File: src/rtl/cache_pkg.sv
// cache_pkg
//   Shared widths and types for the cache access driver.
//   ADDR_W / DATA_W : cache CPU-port address and data widths
//   REQ_W           : packed width of one buffered request
//   state_t         : driver FSM states
//   req_t           : buffered request {write, addr, wdata}
package cache_pkg;

  localparam int ADDR_W = 10;
  localparam int DATA_W = 32;
  localparam int REQ_W  = 1 + ADDR_W + DATA_W;

  typedef enum logic [1:0] {
    IDLE  = 2'd0,
    ISSUE = 2'd1,
    GAP   = 2'd2
  } state_t;

  typedef struct packed {
    logic              write;
    logic [ADDR_W-1:0] addr;
    logic [DATA_W-1:0] wdata;
  } req_t;

endpackage

File: src/rtl/cache_access_driver_req_fifo.sv
// req_fifo
//   Synchronous request FIFO, DEPTH entries of WIDTH bits, first-word
//   fall-through: rd_data always shows the head entry.
//   Ports:
//     clk, reset      clock, asynchronous active-low reset (flushes pointers)
//     push, wr_data   write one entry (ignored when full)
//     pop             drop the head entry (ignored when empty)
//     rd_data         head entry
//     full, empty     occupancy flags from the extra pointer wrap bit
module req_fifo
  import cache_pkg::*;
#(
  parameter int DEPTH = 4,
  parameter int WIDTH = REQ_W
) (
  input  logic             clk,
  input  logic             reset,
  input  logic             push,
  input  logic [WIDTH-1:0] wr_data,
  input  logic             pop,
  output logic [WIDTH-1:0] rd_data,
  output logic             full,
  output logic             empty
);

  localparam int PTR_W = $clog2(DEPTH);

  logic [WIDTH-1:0] mem_reg [DEPTH];
  logic [PTR_W:0]   wr_ptr_reg;
  logic [PTR_W:0]   rd_ptr_reg;
  logic             do_push;
  logic             do_pop;

  // Same index with differing wrap bits means the writer has lapped the reader.
  assign empty   = (wr_ptr_reg == rd_ptr_reg);
  assign full    = (wr_ptr_reg[PTR_W] != rd_ptr_reg[PTR_W]) &&
                   (wr_ptr_reg[PTR_W-1:0] == rd_ptr_reg[PTR_W-1:0]);
  assign do_push = push && !full;
  assign do_pop  = pop && !empty;
  assign rd_data = mem_reg[rd_ptr_reg[PTR_W-1:0]];

  // Storage carries no reset; only the pointers define valid contents.
  always_ff @(posedge clk) begin
    if (do_push) begin
      mem_reg[wr_ptr_reg[PTR_W-1:0]] <= wr_data;
    end
  end

  always_ff @(posedge clk or negedge reset) begin
    if (!reset) begin
      wr_ptr_reg <= '0;
      rd_ptr_reg <= '0;
    end else begin
      if (do_push) wr_ptr_reg <= wr_ptr_reg + 1'b1;
      if (do_pop)  rd_ptr_reg <= rd_ptr_reg + 1'b1;
    end
  end

endmodule

File: src/rtl/cache_access_driver.sv
// cache_access_driver
//   Initiator for the cache CPU-side port. Buffers upstream load/store
//   requests, issues them one at a time, holds each stable while the cache
//   stalls, and returns a one-cycle response per completed access.
//   Ports:
//     clk, reset                      clock, asynchronous active-low reset
//     req_valid/req_ready             upstream handshake (ready = FIFO not full)
//     req_write/req_addr/req_wdata    upstream request fields
//     rsp_valid/rsp_write/rsp_rdata   completion pulse, op type, load data
//     Mem_read/Mem_write/Address/Data_in  request to cache (registered)
//     Stall/Data_out                  cache status and read data
//     busy                            FIFO non-empty or access in flight
//     err                             sticky stall-timeout flag
//     acc_count                       completed accesses, wrapping
module cache_access_driver
  import cache_pkg::*;
#(
  parameter int DEPTH   = 4,
  parameter int TIMEOUT = 1023
) (
  input  logic              clk,
  input  logic              reset,
  input  logic              req_valid,
  output logic              req_ready,
  input  logic              req_write,
  input  logic [ADDR_W-1:0] req_addr,
  input  logic [DATA_W-1:0] req_wdata,
  output logic              rsp_valid,
  output logic              rsp_write,
  output logic [DATA_W-1:0] rsp_rdata,
  output logic              Mem_read,
  output logic              Mem_write,
  output logic [ADDR_W-1:0] Address,
  output logic [DATA_W-1:0] Data_in,
  input  logic              Stall,
  input  logic [DATA_W-1:0] Data_out,
  output logic              busy,
  output logic              err,
  output logic [15:0]       acc_count
);

  localparam int               CNT_W       = 10;
  localparam logic [CNT_W-1:0] CNT_MAX     = '1;
  localparam logic [CNT_W-1:0] TIMEOUT_CNT = CNT_W'(TIMEOUT);

  state_t            state_reg;
  logic              op_reg;
  logic              mem_read_reg;
  logic              mem_write_reg;
  logic [ADDR_W-1:0] addr_reg;
  logic [DATA_W-1:0] data_in_reg;
  logic              rsp_valid_reg;
  logic              rsp_write_reg;
  logic [DATA_W-1:0] rsp_rdata_reg;
  logic [CNT_W-1:0]  stall_cnt_reg;
  logic [CNT_W-1:0]  stall_cnt_next;
  logic              err_reg;
  logic [15:0]       acc_count_reg;

  req_t              push_req;
  logic [REQ_W-1:0]  head_bits;
  req_t              head_req;
  logic              fifo_full;
  logic              fifo_empty;
  logic              fifo_push;
  logic              fifo_pop;

  assign push_req  = '{write: req_write, addr: req_addr, wdata: req_wdata};
  assign head_req  = req_t'(head_bits);
  assign req_ready = !fifo_full;
  assign fifo_push = req_valid && req_ready;
  assign fifo_pop  = (state_reg == IDLE) && !fifo_empty;

  req_fifo #(
    .DEPTH (DEPTH),
    .WIDTH (REQ_W)
  ) u_req_fifo (
    .clk     (clk),
    .reset   (reset),
    .push    (fifo_push),
    .wr_data (push_req),
    .pop     (fifo_pop),
    .rd_data (head_bits),
    .full    (fifo_full),
    .empty   (fifo_empty)
  );

  // Saturating stall counter so a long stall cannot wrap back below TIMEOUT.
  assign stall_cnt_next = (stall_cnt_reg == CNT_MAX) ? stall_cnt_reg
                                                     : stall_cnt_reg + 1'b1;

  always_ff @(posedge clk or negedge reset) begin
    if (!reset) begin
      state_reg     <= IDLE;
      op_reg        <= 1'b0;
      mem_read_reg  <= 1'b0;
      mem_write_reg <= 1'b0;
      addr_reg      <= '0;
      data_in_reg   <= '0;
      rsp_valid_reg <= 1'b0;
      rsp_write_reg <= 1'b0;
      rsp_rdata_reg <= '0;
      stall_cnt_reg <= '0;
      err_reg       <= 1'b0;
      acc_count_reg <= '0;
    end else begin
      rsp_valid_reg <= 1'b0;
      case (state_reg)
        IDLE: begin
          if (!fifo_empty) begin
            op_reg        <= head_req.write;
            addr_reg      <= head_req.addr;
            data_in_reg   <= head_req.write ? head_req.wdata : '0;
            mem_read_reg  <= !head_req.write;
            mem_write_reg <= head_req.write;
            stall_cnt_reg <= '0;
            state_reg     <= ISSUE;
          end
        end
        ISSUE: begin
          if (!Stall) begin
            mem_read_reg  <= 1'b0;
            mem_write_reg <= 1'b0;
            rsp_valid_reg <= 1'b1;
            rsp_write_reg <= op_reg;
            rsp_rdata_reg <= op_reg ? '0 : Data_out;
            acc_count_reg <= acc_count_reg + 1'b1;
            state_reg     <= GAP;
          end else begin
            // Timeout only flags the condition; the access keeps waiting.
            stall_cnt_reg <= stall_cnt_next;
            if (stall_cnt_next == TIMEOUT_CNT) err_reg <= 1'b1;
          end
        end
        GAP: begin
          // One quiet cycle lets the cache controller return to idle.
          state_reg <= IDLE;
        end
        default: state_reg <= IDLE;
      endcase
    end
  end

  assign Mem_read  = mem_read_reg;
  assign Mem_write = mem_write_reg;
  assign Address   = addr_reg;
  assign Data_in   = data_in_reg;
  assign rsp_valid = rsp_valid_reg;
  assign rsp_write = rsp_write_reg;
  assign rsp_rdata = rsp_rdata_reg;
  assign err       = err_reg;
  assign acc_count = acc_count_reg;
  assign busy      = !fifo_empty || (state_reg != IDLE);

endmodule

File: config.mk
export PLATFORM = sky130hd
export DESIGN_NAME = cache_access_driver
export DESIGN_NICKNAME = d
export VERILOG_FILES = /design/src/rtl/cache_pkg.sv /design/src/rtl/cache_access_driver_req_fifo.sv /design/src/rtl/cache_access_driver.sv
export SDC_FILE = /design/constraint.sdc
export NUM_CORES = 1
export LEC_CHECK = 0
export CORE_ASPECT_RATIO = 1.1
export CORE_MARGIN = 3
export CORE_UTILIZATION = 48
export CTS_CLUSTER_DIAMETER = 30
export DETAILED_ROUTE_END_ITERATION = 6
export GPL_TIMING_DRIVEN = 1
export PLACE_DENSITY_LB_ADDON = 0.08
export SETUP_SLACK_MARGIN = 0.3
export SLEW_MARGIN = 20
export SYNTH_ARGS = -nofsm -noshare
export SYNTH_HDL_FRONTEND = slang
export SYNTH_HIERARCHICAL = 1
export SYNTH_SLANG_ARGS = --single-unit
File: constraint.sdc
create_clock -name clk -period 2.8 [get_ports clk]
set_clock_uncertainty 0.15 [all_clocks]
set_input_delay 0.28 -clock clk [delete_from_list [all_inputs] [get_ports clk]]
set_output_delay 0.28 -clock clk [all_outputs]
set_load 0.01 [all_outputs]
* Word level (Yosys, flattened, before mapping)
Memories as Yosys holds them, arrays and structs flattened. Cells that the tools add are included.
Storage, ports and cells: bits in registers 114, bits in writable memories 172, bits of input ports 79, output and inout port bits 97, logic and storage cells 66, memories 1
Memories:
- u_req_fifo.mem_reg | depth 4, width 43, rd ports 1, clocked after memory_dff 0, wr ports 1, RTL line cache_access_driver_req_fifo.sv:28 | logic [WIDTH-1:0] mem_reg [DEPTH];
Operators by class: add/subtract/negate cells 4, equal/unequal tests 9, multiplexer cells 18, bitwise operators 2, reductions and logical operators 18
Operators with widths (count):
- 2-to-1 mux 32 bit | 2
- 2-to-1 mux 10 bit | 3
- == test 10 bit, second input constant | 2
- one-hot mux 10 bit (2 select lines) | 1
- adder 16 x 1 -> 16 bit, second input constant | 1
- adder 10 x 1 -> 10 bit, second input constant | 1
- AND reduction 3 bit | 3
- 2-to-1 mux 1 bit | 7
- adder 3 x 1 -> 3 bit, second input constant | 2
- != test 2 bit, second input constant | 3
- AND reduction 2 bit | 3
- logical AND 1 bit | 5
- 2-to-1 mux 2 bit | 2
- one-hot mux 1 bit (2 select lines) | 2
- one-hot mux 2 bit (2 select lines) | 1
- nonzero test 2 bit | 2
- == test 3 bit | 1
- zero test 1 bit | 3
- == test 2 x 1 -> 1 bit, second input constant | 1
- == test 2 bit | 1
- zero test 2 bit | 1
- inverter 1 bit | 2
- logical OR 1 bit | 1
- != test 1 bit | 1

* Logic depth before layout (Yosys ltp)
depth in word-level cells 7, depth in mapped cells 11

* Modules after synthesis
The synthesis kept the hierarchy.
Modules (own cells, without submodules):
- req_fifo | instances 1, cells an instance 273, area an instance 6720.2 sq um
- cache_access_driver | instances 1, cells an instance 482, area an instance 4585.6 sq um

* Least setup slack after synthesis
Ideal clock, no wire load.
path kind reg2reg, start reg u_req_fifo.rd_ptr_reg[0], end mem u_req_fifo/mem_reg[0][0] in the netlist's numbering (enable), arrival 2.291 ns, setup slack -0.046 ns, stages on the path, launching flop included 7, path buffers 1, clock period less this slack 2.846 ns, cell sequence dfrtp_1 -> buf_6 -> xnor2_2 -> nand3_2 -> inv_1 -> nor2b_1 -> and3_1
On the way: longest elaborated chain between the ends 7
Ends and longest elaborated chain:
- start: declaration | RTL line cache_access_driver_req_fifo.sv:30 | logic [PTR_W:0] rd_ptr_reg;
- start signal: assignment | RTL line cache_access_driver_req_fifo.sv:55 | if (do_pop) rd_ptr_reg <= rd_ptr_reg + 1'b1;
- == test 2 bit | RTL line cache_access_driver_req_fifo.sv:37 | (wr_ptr_reg[PTR_W-1:0] == rd_ptr_reg[PTR_W-1:0]);
- logical AND 1 bit | RTL line cache_access_driver_req_fifo.sv:36 | assign full = (wr_ptr_reg[PTR_W] != rd_ptr_reg[PTR_W]) &&
- named net fifo_full | RTL line cache_access_driver.sv:63 | logic fifo_full;
- zero test 1 bit | RTL line cache_access_driver.sv:70 | assign req_ready = !fifo_full;
- logical AND 1 bit | RTL line cache_access_driver.sv:71 | assign fifo_push = req_valid && req_ready;
- named net fifo_push | RTL line cache_access_driver.sv:65 | logic fifo_push;
- logical AND 1 bit | RTL line cache_access_driver_req_fifo.sv:38 | assign do_push = push && !full;
- 2-to-1 mux 1 bit | RTL line cache_access_driver_req_fifo.sv:44 | if (do_push) begin
- 2-to-1 mux 1 bit (implied by the code) | RTL line cache_access_driver_req_fifo.sv:45 | mem_reg[wr_ptr_reg[PTR_W-1:0]] <= wr_data;
- end: declaration | RTL line cache_access_driver_req_fifo.sv:28
The timed path passes the listed nets, and every way through them passes these cells.

* Final worst setup path
start reg u_req_fifo.rd_ptr_reg[0], end out req_ready
On the way: longest elaborated chain between the ends 3
Ends and longest elaborated chain:
- == test 2 bit | RTL line cache_access_driver_req_fifo.sv:37
- logical AND 1 bit | RTL line cache_access_driver_req_fifo.sv:36
- named net fifo_full | RTL line cache_access_driver.sv:63
- zero test 1 bit | RTL line cache_access_driver.sv:70
- end: declaration | RTL line cache_access_driver.sv:24 | output logic req_ready,
The timed path passes the listed nets, and every way through them passes these cells.

==> metrics.md <==
| Metric | Value |
|---|---|
| GPL Wtd Cong | ~0.76 |
| Kind of critical path | register to output pin |
| Seq/Total Area, Yosys | 70.9% |
| Core area | 23,000 um^2 |
| Final Hold Viols | 0 |
| Switch Pwr | 5.53 mW |
| Crit path launch type | register |
| Die area | 25,400 um^2 |
| Clock Path Buffers | 3 |
| Max stage delay on crit path | 0.55 ns |
| Setup_tns | 0 ns |
| Leak | between 5 and 6 nW |
| Setup-failing EPs final | 0 |
| Final antenna diode count | 0 |
| Cells after Synth | 755 |
| Initial antenna violation count | 0 |
| Max reg flops | 172 |
| Final Max Tran Viols | 0 |
| Synth Area in Adders | 0.775% |
| Pwr Total | 18.1 mW |
| Worst Path Max Fanout | 6 |
| Critical Path RT | 2.37 ns |
| Cell mode on critical path | inv_1 |
| Internal Pwr Total | 12.6 mW |
| Vias per inst | around 5.3 |
| Hold crit path type | input port to asynchronous set/reset pin |
| Total CTS buffers | 48 |
| Vias | between 6,000 and 7,000 |
| Largest delay share family, worst path | buffers and inverters |
| Slew at the pin closest to its max-slew limit | roughly 0.80 ns |
| Final min period | 2.49 ns |
| Dominant cell type by area after synthesis | edfxtp_1 |
| Number of placement rows | 58 |
| Max-cap violations | 0 |
| Post-synth EDFFs | roughly 170 |
| RSZ-0062 raised after global routing | yes |
| Largest family of logic cells by synthesized area | simple AND/OR/NAND/NOR gates |
| Layout Nets | 1,055 |
| Final period util | 89.0% |
| Slowest-stage cell, CP | dfrtp_4 |
| Power Density | 1180 nW/um^2 |
| Mapped cell area | 11,300 um^2 |
| Ys flop type | edfxtp_1 |
| Combinational fraction of design power | 30.1% |
| Worst vdd ir | about 0.62 mV |
| Most numerous cell in the Yosys netlist | edfxtp_1 |
| Synth top cells by count | edfxtp_1 (172), nand2_1 (153), dfrtp_1 (114) |
| IO Port Bufs | 175 |
| CTS sink cnt | 286 |
| GR Overflow Total | 0 |
| Wire length per cell | 19.1 um |
| CP bufs+invs | 3 |
| Final ANT Viol Nets | 0 |
| First-pass GRT wire length | ~40 mm |
| Cell Chain, Critical Path | xnor2_4, nand3_2, inv_1, inv_1, clkdlybuf4s50_1 |
| Worst path arrival time | 2.06 ns |
| Largest net degree at the start of global routing | 70 |
| Status | finished clean |
| Die Y | 167 um |
| Clk pin slew, worst setup/hold paths | 0.05 ns |
| H-tree levels | 2 |
| Area grow syn2layout | 35.5% |
| CTS tree | built |
| Worst Setup End Kind | output pin |
| Max_slew headroom | 46.4% |
| Initial DRC Count | about 310 |
| Number of I/O pins | between 150 and 200 |
| Post-DP HPWL | 15.1 mm |
| Syn Area/Cell | 15.0 um^2 |
| Die Span X | 152 um |
| Cell variety after synth | 48 |
| Syn nets | 841 |
| Routed WL | 25.0 mm |
| Drc violations | 0 |
| Reg power frac | between 30% and 40% |
| Gr usage total | between 15 and 20% |
| Yosys warning count | 6 |
| Max Fclk | 0.401 GHz |
| Xor-xnor portion of the synthesized cell area | under 10% |
| Synth Register Bits | 286 |
| Sw frac | a little under a third |
| Clock power frac | 34.4% |
| Starting Density | approximately half |
| Clock Latency Late Sink | 0.54 ns |
| Vias in the first global route | between 7,000 and 8,000 |
| Synth Area in Compound Gates | 3.76% |
| Drt pass-1 iters | 5 |
| Asr flop ratio synth | 39.9% |
| Ranking of synthesized cells by area | edfxtp_1 (46%), dfrtp_1 (25%), mux4_2 (8.6%) |
| Multiplexer share of the synthesized area | 8.67% |
| Top cell type's share of synthesized area | 45.7% |
| Layout cell share with drive strength beyond 1 | 18.1% |
| Clk Tree Root Cell | clkbuf_16 |
| Synth Area in Simple Gates | 11.5% |
-- final timing paths --
kind,start,end,slack (ns),cells past startpoint
max in group asynchronous,reset,u_req_fifo/rd_ptr_reg[1],1.70,3
hold reg to reg,Data_in[26],Data_in[26],0.32,2
setup / recovery,u_req_fifo/rd_ptr_reg[0],req_ready,0.31,5
setup reg to reg,u_req_fifo/rd_ptr_reg[0],stall_cnt_reg[0],0.44,8
min in group clk,Data_out[3],rsp_rdata[3],0.19,3
hold / removal,reset,acc_count[3],0.10,2
-- worst reg2reg max path, cell delays in order, from the launching register on --
cell and delay [ns]:
dfrtp_4 0.55, xor2_4 0.26, nor3_2 0.08, or3_2 0.44
inv_2 0.15, nor2_1 0.09, inv_1 0.11, o21ai_0 0.11
mux2_2 0.29
-- per-layer routing --
| metal | vias to the layer above | share of wire, % | global-route usage (%) | wire length, um |
|---|---|---|---|---|
| met4 | 0 | 2.0 | 5.75 | 496 |
| li1 | 3179 | - | - | - |
| met3 | 40 | 6.1 | 4.60 | 1520 |
| met2 | 228 | 50 | 33.2 | 12400 |
| met1 | 3488 | 42 | 25.9 | 10600 |
| met5 | - | 0 | 0 | 0 |
-- placed cells by master (no fill, tap or decap), drive strengths merged, types with 2 or more instances in the layout --
cell type	Yosys	final
nor3	6	6
nand2b	35	35
mux4	43	44
a31oi	5	5
a211oi	4	4
o21ai	38	38
buf	17	27
nand2	153	153
edfxtp	172	172
clkinvlp	0	4
nand3	43	43
inv	9	13
or3	2	2
xnor2	18	18
o31ai	5	5
clkbuf	22	62
nor2	14	14
xor2	9	9
nor4	2	2
bufinv	0	10
o211ai	3	3
a21oi	8	8
nand4	6	6
ha	7	7
clkdlybuf4s50	0	173
dfrtp	114	114
and3	6	6
clkinv	1	10
-- stage by stage --
step	setup WS [ns]	hold slack (ns)	util, %	instances	instance area, um^2
2_1_floorplan	0.310	-0.166	-	755	11300
3_3_place_gp	0.377	0.106	58.3	1209	13400
3_5_place_dp	0.351	0.116	58.3	1209	13400
4_1_cts	0.251	0.104	66.5	1307	15300
5_1_grt	0.216	0.143	66.6	1308	15300
6_report	0.307	0.103	66.6	1308	15300
-- layout make-up --
type	count	area [um^2]
flip-flops and latches	286	8030
fillers	1625	7680
multi-input cells	421	3150
repair buffers	202	1980
clock buffers	62	1320
clock inverters	27	427
well taps	300	375
inverters	10	38.8
-- logic make-up (layout without fill, tap and decap cells) --
| logic type | Yosys count | in the layout |
|---|---|---|
| multiplexers | 44 | 45 |
| adder cells (fa/ha/maj) | 7 | 7 |
| flip-flops | 286 | 286 |
| buffers and inverters | 49 | 301 |
| XOR/XNOR | 27 | 27 |
| AND/OR/NAND/NOR | 274 | 274 |
| AO/OA/AOI/OAI | 68 | 68 |
-- timing repair --
action / in CTS / in global routing
cloned: 0 / 1
pin swaps: 3 / 0
gates resized for setup: 10 / 2
endpoints found under the hold margin: 78 / 0
setup endpoints to repair: 2 / 36
setup buffers: 8 / 0
hold buffers: 1 / 0
-- power by group through the flow --
stage / logic [mW] / clock network, mW / registers, mW
2_1_floorplan: 3.08 / 0 / 6.45
3_3_place_gp: 5.17 / 0 / 6.42
3_5_place_dp: 5.25 / 0 / 6.50
4_1_cts: 5.49 / 6.33 / 6.43
5_1_grt: 5.98 / 6.55 / 6.55
6_report: 5.46 / 6.22 / 6.42
Power figures use the tool's default switching activity.
